### src/rtl/mem_port_arbiter.sv
// mem_port_arbiter: shares one single-port 16-bit memory between the IF-stage
// instruction fetch and the MM-stage load/store. Each access runs through a
// request/ready handshake, returns registered read data with a one-cycle ack,
// and is guarded by a watchdog that ends accesses that never see mem_ready.
// Optional feature macro: ARB_FAIR_EN -- round-robin between fetch and data
// when both are pending; left undefined, data always wins over fetch.
module mem_port_arbiter #(
    parameter int ADDR_W   = 16,
    parameter int DATA_W   = 16,
    parameter int MAX_WAIT = 15
) (
    input  logic              clk,
    input  logic              rst_n,
    input  logic              if_req,
    input  logic [ADDR_W-1:0] if_addr,
    output logic [DATA_W-1:0] if_rdata,
    output logic              if_ack,
    input  logic              mm_read,
    input  logic              mm_write,
    input  logic [ADDR_W-1:0] mm_addr,
    input  logic [DATA_W-1:0] mm_wdata,
    output logic [DATA_W-1:0] mm_rdata,
    output logic              mm_ack,
    output logic              mem_en,
    output logic              mem_we,
    output logic [ADDR_W-1:0] mem_addr,
    output logic [DATA_W-1:0] mem_wdata,
    input  logic [DATA_W-1:0] mem_rdata,
    input  logic              mem_ready,
    output logic              stall_if,
    output logic              stall_mm,
    output logic              bus_err
);

    typedef enum logic [1:0] {
        IDLE,
        FETCH,
        DATA,
        RESP
    } ArbState;

    // Last access cycle before the watchdog gives up (MAX_WAIT access cycles in total).
    localparam logic [7:0] WAIT_LAST = 8'(MAX_WAIT - 1);

    ArbState    state;
    ArbState    stateNext;
    logic [7:0] waitCount;
    logic       dataPending;
    logic       grantData;
    logic       grantFetch;
    logic       accessDone;
    logic       accessTimeout;

`ifdef ARB_FAIR_EN
    logic       lastGrantData;
`endif

    assign dataPending = mm_read | mm_write;
    assign mem_en      = (state == FETCH) || (state == DATA);
    assign stall_if    = if_req & ~if_ack;
    assign stall_mm    = dataPending & ~mm_ack;

    // State register; reset aborts whatever access was in flight.
    always_ff @(posedge clk or negedge rst_n) begin
        if (!rst_n) begin
            state <= IDLE;
        end else begin
            state <= stateNext;
        end
    end

    // Arbitration, handshake completion and watchdog decisions.
    always_comb begin
        stateNext     = state;
        grantData     = 1'b0;
        grantFetch    = 1'b0;
        accessDone    = 1'b0;
        accessTimeout = 1'b0;
        case (state)
            IDLE: begin
`ifdef ARB_FAIR_EN
                if (dataPending && if_req) begin
                    grantFetch = lastGrantData;
                    grantData  = ~lastGrantData;
                end else begin
                    grantData  = dataPending;
                    grantFetch = if_req;
                end
`else
                grantData  = dataPending;
                grantFetch = if_req & ~dataPending;
`endif
                if (grantData) begin
                    stateNext = DATA;
                end else if (grantFetch) begin
                    stateNext = FETCH;
                end
            end
            FETCH, DATA: begin
                if (mem_ready) begin
                    accessDone = 1'b1;
                    stateNext  = RESP;
                end else if (waitCount == WAIT_LAST) begin
                    accessTimeout = 1'b1;
                    stateNext     = RESP;
                end
            end
            RESP: begin
                stateNext = IDLE;
            end
            default: begin
                stateNext = IDLE;
            end
        endcase
    end

    // Memory-side registers, read data capture, acks, watchdog counter and error flag.
    always_ff @(posedge clk or negedge rst_n) begin
        if (!rst_n) begin
            waitCount <= 8'd0;
            mem_addr  <= '0;
            mem_wdata <= '0;
            mem_we    <= 1'b0;
            if_rdata  <= '0;
            mm_rdata  <= '0;
            if_ack    <= 1'b0;
            mm_ack    <= 1'b0;
            bus_err   <= 1'b0;
        end else begin
            if_ack <= (state == FETCH) && (accessDone || accessTimeout);
            mm_ack <= (state == DATA) && (accessDone || accessTimeout);

            if (mem_en) begin
                waitCount <= waitCount + 8'd1;
            end else begin
                waitCount <= 8'd0;
            end

            if (grantData) begin
                mem_addr  <= mm_addr;
                mem_wdata <= mm_wdata;
                mem_we    <= mm_write;
                if (mm_read && mm_write) begin
                    bus_err <= 1'b1;
                end
            end else if (grantFetch) begin
                mem_addr <= if_addr;
                mem_we   <= 1'b0;
            end

            if (accessDone) begin
                if (state == FETCH) begin
                    if_rdata <= mem_rdata;
                end else if (!mem_we) begin
                    mm_rdata <= mem_rdata;
                end
            end

            if (accessTimeout) begin
                bus_err <= 1'b1;
                if (state == FETCH) begin
                    if_rdata <= '0;
                end else if (!mem_we) begin
                    mm_rdata <= '0;
                end
            end
        end
    end

`ifdef ARB_FAIR_EN
    // Remember who was granted last so a simultaneous request alternates.
    always_ff @(posedge clk or negedge rst_n) begin
        if (!rst_n) begin
            lastGrantData <= 1'b1;
        end else if (grantData) begin
            lastGrantData <= 1'b1;
        end else if (grantFetch) begin
            lastGrantData <= 1'b0;
        end
    end
`endif

endmodule

### config.mk
export PLATFORM = sky130hd
export DESIGN_NAME = mem_port_arbiter
export DESIGN_NICKNAME = d
export VERILOG_FILES = /design/src/rtl/mem_port_arbiter.sv
export SDC_FILE = /design/constraint.sdc
export NUM_CORES = 1
export LEC_CHECK = 0
export CORE_AREA = 5 5 96 98
export CTS_CLUSTER_SIZE = 14
export DETAILED_ROUTE_END_ITERATION = 10
export DIE_AREA = 0 0 101 103
export GPL_TIMING_DRIVEN = 1
export PLACE_DENSITY = 0.81
export SLEW_MARGIN = 25
export SYNTH_ARGS = -nofsm -noshare
export SYNTH_HDL_FRONTEND = slang
export SYNTH_SLANG_ARGS = --single-unit
export TNS_END_PERCENT = 1
### constraint.sdc
create_clock -name clk -period 2.3 [get_ports clk]
set_input_delay 0.46 -clock clk [delete_from_list [all_inputs] [get_ports clk]]
set_output_delay 0.46 -clock clk [all_outputs]
set_load 0.005 [all_outputs]
==> metrics.cfg, run 1 <==
[status]
status=finished clean

[placed_design]
pre_cts_ws_ps=7.04
io_buffers=140
gp_congestion=0.803
placed_cell_area_um2=4920
hpwl_um=6880

[worst_hold_path]
min_path_type=input pin to asynchronous set/reset pin

[final_layout]
num-nets-final=527
seq_area_um2=1950
synthToLayoutAreaGrowth_pct=50.0
multi_input_area_um2=1340
antenna_cells=0
design_area_um2=5160
layout-drive-gt1-share=0.125
fillers=688

[timing]
max-slew-margin-rel=0.352
worst_pin_slew_ps=967
setup_viol=0
worst_slack_ps=236
fin_crit_sh=0.898
finClkSkew_ps=8.62
rsz0062_at_grt=no
final-max-slew-violation-count=0
hold_viol=0
timing.setup.tns_ps=0
timing.fmax_mhz=484
finalCriticalPeriod_ps=2060

[logic_synthesis]
yosysWarnings=0
synth.yosys.seq_area_share=0.567
synth_fp_nets=386
netlist_area_um2=3440
synth_common_cells=dfrtp_1, nand2_1, a21oi_1, a22o_1, mux2_2
yosysTopAreaCell=dfrtp_1
synth_most_common_cell=dfrtp_1
synth_cell_type_count=40
synth_top_flop_cell=dfrtp_1
synthArstFlopShare=1.00
syn-instance-count=311
synthTopCellsByArea=dfrtp_1, a22o_1, nand2_1, mux2_2, a21oi_1
synth.avg_cell_area_um2=11.1
synth_seq_cells=78
synth-edff-count=0
synth_top_cell_area_share=0.567

[clock_network]
insertion_delay_ps=350
path_clk_slew_ps=90
cts_htree_levels=3
clockBufferDepth=2
cts-root-buf=clkbuf_8
clock-sinks=78
cts_buffers=9
cts_tree=built

[die]
core_um2=8380
die_area_um2=10400
dieWidth_um=101
row_count=34
ioPinCount=141
initial_core_util=0.411
fp.dieH_um=103

[worst_setup_path]
worstPathMaxFanout=3
critPathLaunchType=input pin
path_class=input pin to output port
end_kind=output port
crit_required_ps=1840
cp.arrival_ps=1600

[global_routing]
grt_pass1_wl_um=14600
grt-ovfl-total=0
antenna_found_initial=0
track_usage=0.178
grt_max_degree=46
first_global_vias=2973

[detailed_routing]
routed_wl_um=9190
drt_iter0_markers=124
vias=2919
wl_per_cell_um=16.3
dr.pass1.iters=4
drtAntennaViolNets=0
via_per_inst=5.17
drc=0

[power_and_ir_drop]
peakVddDrop_v=0.000594
power_density_nw_per_um2=1250
p_leak_uw=0.00220

[job]
cap_viol_max_count=0

cell usage in the layout, fill, tap and decap left out, types with 3 or more instances in the layout:
cell type and instances:
buf_4 11, inv_1 3, nand2_1 72, nor2b_1 3, clkdlybuf4s50_1 137, mux2_2 16, a22o_1 33, a21oi_1 33
ha_1 4, clkinv_4 3, o21ai_0 3, nor2_1 8, nand3_1 5, a21oi_2 4, dfrtp_1 78, clkbuf_8 9
where the power goes:
part / internal [uW] / switching (uW) / total (uW)
registers: 1980 / 363 / 2340
logic: 1810 / 1160 / 2970
clock network: 614 / 521 / 1140
state kept, by name, summed over array words and instances, names as in the netlist:
signal	flops
bus_err	1
if_ack	1
if_rdata	16
mem_addr	16
mem_wdata	16
mem_we	1
mm_ack	1
mm_rdata	16
state	2
waitCount	8
path summary, 6_finish.rpt:
kind                              startpoint            to  slack, ps  cells after the start
worst max-delay path                  if_req      stall_if        240                      3
worst min-delay path                   rst_n  mm_rdata[10]        110                      1
max in group asynchronous              rst_n        if_ack       1590                      2
worst max register to register      state[0]   mm_rdata[0]        640                      5
worst min register to register  mem_addr[14]  mem_addr[14]        510                      1
min in group clk                mem_addr[14]  mem_addr[14]        510                      1
final cells by class:
| cell class | instances | share of cell area |
|---|---|---|
| tap | 108 | 0.0262 |
| clock inverter | 7 | 0.0191 |
| multi-input combinational | 208 | 0.259 |
| timing repair buffer | 151 | 0.290 |
| clock buffer | 9 | 0.0240 |
| inverter | 4 | 0.00291 |
| sequential | 78 | 0.378 |
worst max-delay path, cell delays in order:
cell and delay [ps]:
clkdlybuf4s50_1 500, nor2b_1 140, clkdlybuf4s50_1 500
routing by layer:
layer	track usage	share of wire	vias to the layer above
met3	0.0724	0.097	12
met4	0.0634	0.013	0
li1	-	-	1370
met2	0.282	0.48	120
met1	0.220	0.41	1417
met5	0	0	-
what timing repair did:
action,in CTS,in global routing
buffers inserted,0,0
hold buffers,0,0
cloned,0,0
pin swaps,0,0
endpoints found under the setup margin,1,2
gates resized for setup,2,2
cells by family (layout without fill, tap and decap cells):
family | count (synthesis) | in the layout | synth area share
adders and majority gates | 5 | 5 | 0.0182
DFF | 78 | 78 | 0.567
buffers and inverters | 25 | 171 | 0.0476
xor gates and xnor gates | 3 | 3 | 0.00763
AOI/OAI and AO/OA | 83 | 83 | 0.173
muxes | 16 | 16 | 0.0523
and+or+nand+nor | 101 | 101 | 0.134
through the flow:
stage,power [uW],hold slack [ps],util,instances
2_1_floorplan,3670,164,-,311
3_3_place_gp,5220,478,0.587,549
3_5_place_dp,5340,493,0.587,549
4_1_cts,6530,123,0.615,565
5_1_grt,6930,127,0.616,565
6_report,6450,112,0.616,565
No activity file was read; power rests on OpenSTA's default activity.
==> run 2: changes to the inputs <==
--- a/config.mk
+++ b/config.mk
@@ -10,7 +10,7 @@
 export DETAILED_ROUTE_END_ITERATION = 10
 export DIE_AREA = 0 0 101 103
 export GPL_TIMING_DRIVEN = 1
-export PLACE_DENSITY = 0.81
+export PLACE_DENSITY = 0.79
 export SLEW_MARGIN = 25
 export SYNTH_ARGS = -nofsm -noshare
 export SYNTH_HDL_FRONTEND = slang
==> metrics.cfg, run 2 (synthesized netlist as in run 1, its figures left out) <==
[worst_setup_path]
worstPathCellList=clkdlybuf4s50_1, or2_1, nor2b_1, clkdlybuf4s50_1
end_kind=output port
slowest_delay_ps=540
r2r_slack_ps=630
crit_slowest_cell=clkdlybuf4s50_1
crit_required_ps=1840
critPathLaunchType=input pin
worstPathMaxFanout=2
cp.arrival_ps=1760
crit_top_cell=clkdlybuf4s50_1
path_class=input pin to output port

[timing]
setup_viol=0
fin_crit_sh=0.966
max-slew-margin-rel=0.338
worst_pin_slew_ps=989
timing.setup.tns_ps=0
worst_slack_ps=77.4
finClkSkew_ps=12.6
timing.fmax_mhz=450
whs_ps=119
rsz0062_at_grt=no
final-max-slew-violation-count=0
hold_viol=0
finalCriticalPeriod_ps=2220

[clock_network]
ctsHoldBuffers=0
cts_buffers=9
clock-sinks=78
clockBufferDepth=2
cts-root-buf=clkbuf_8
insertion_delay_ps=350
postCtsSetupBuffers=0
path_clk_slew_ps=90
cts_htree_levels=3
cts_tree=built

[final_layout]
num-nets-final=527
mostFrequentLayoutCell=clkdlybuf4s50_1
final_cell_mix=clkdlybuf4s50_1, dfrtp_1, nand2_1
synthToLayoutAreaGrowth_pct=49.8
antenna_cells=0
layout-drive-gt1-share=0.123
fillers=696

[global_routing]
track_usage=0.181
grt-ovfl-total=0
first_global_vias=2985
grt_pass1_wl_um=14800
antenna_found_initial=0
grt_max_degree=49

[die]
dieWidth_um=101
row_count=34
die_area_um2=10400
initial_core_util=0.411
ioPinCount=141
fp.dieH_um=103
core_um2=8380

[detailed_routing]
drt_iter0_markers=115
dr.pass1.iters=4
drtAntennaViolNets=0
wl_per_cell_um=16.7
wl_met1_um=3970
via_per_inst=5.13
vias=2899
wl_met2_um=4600
top_layer=met4
routed_wl_um=9450
drc=0
route.met3.wl_um=790

[power_and_ir_drop]
p_leak_uw=0.00218
peakVddDrop_v=0.000524
power_density_nw_per_um2=1260

[placed_design]
pre_cts_ws_ps=3.96
gp_congestion=0.815
io_buffers=140
hpwl_um=6990

[job]
cap_viol_max_count=0

[status]
status=finished clean

[worst_hold_path]
min_path_type=input pin to asynchronous set/reset pin

[run 2: changes by cell type in the layout (fill, tap and decap cells not counted)]
cell and change:
clkbuf_1 +1, clkdlybuf4s50_1 +2, clkinv_2 -1, clkinv_4 -3, clkinvlp_4 +1, dlymetal6s2s_1 -2, inv_6 +2
[run 2: final cells by class]
type                       count  area, um2  share of cell area
tap                          108        135              0.0262
clock inverter                 6       92.6              0.0180
clock buffer                  10        128              0.0248
sequential                    78       1950               0.379
inverter                       4       15.0             0.00291
multi-input combinational    208       1340               0.260
timing repair buffer         151       1490               0.290
[run 2: what timing repair did]
item / CTS / global route
resized for setup: 2 / 0
hold endpoints to repair: 0 / 0
setup endpoints to repair: 1 / 0
[run 2: critical path, delay by kind of cell]
kind          cells  cell delay, ps
buf+inv           2            1020
simple gates      2             280
[run 2: per-layer routing]
| layer | global-route usage | vias to the layer above |
|---|---|---|
| met4 | 0.0583 | 0 |
| met5 | 0 | - |
| li1 | - | 1364 |
| met2 | 0.300 | 105 |
| met1 | 0.225 | 1422 |
| met3 | 0.0589 | 8 |
[run 2: power by group]
part           internal (uW)  switching (uW)  total (uW)
combinational           1820            1180        3000
sequential              1980             356        2330
clock                    620             529        1150
[run 2: final timing paths]
path                               start      endpoint  depth (start not counted)
worst max register to register  state[0]   if_rdata[5]                          5
worst min-delay path               rst_n   if_rdata[5]                          1
worst min register to register   bus_err       bus_err                          2
worst max-delay path             mm_read      stall_mm                          4
max in group asynchronous          rst_n  mem_wdata[1]                          2
min in group clk                 bus_err       bus_err                          2
[run 2: metrics by stage]
| step | total power [uW] | util | instance area (um2) | instances |
|---|---|---|---|---|
| 3_5_place_dp | 5350 | 0.587 | 4920 | 549 |
| 6_report | 6480 | 0.615 | 5150 | 565 |
| 5_1_grt | 6910 | 0.615 | 5150 | 565 |
| 2_1_floorplan | 3670 | - | 3440 | 311 |
| 4_1_cts | 6550 | 0.615 | 5150 | 565 |
| 3_3_place_gp | 5230 | 0.587 | 4920 | 549 |
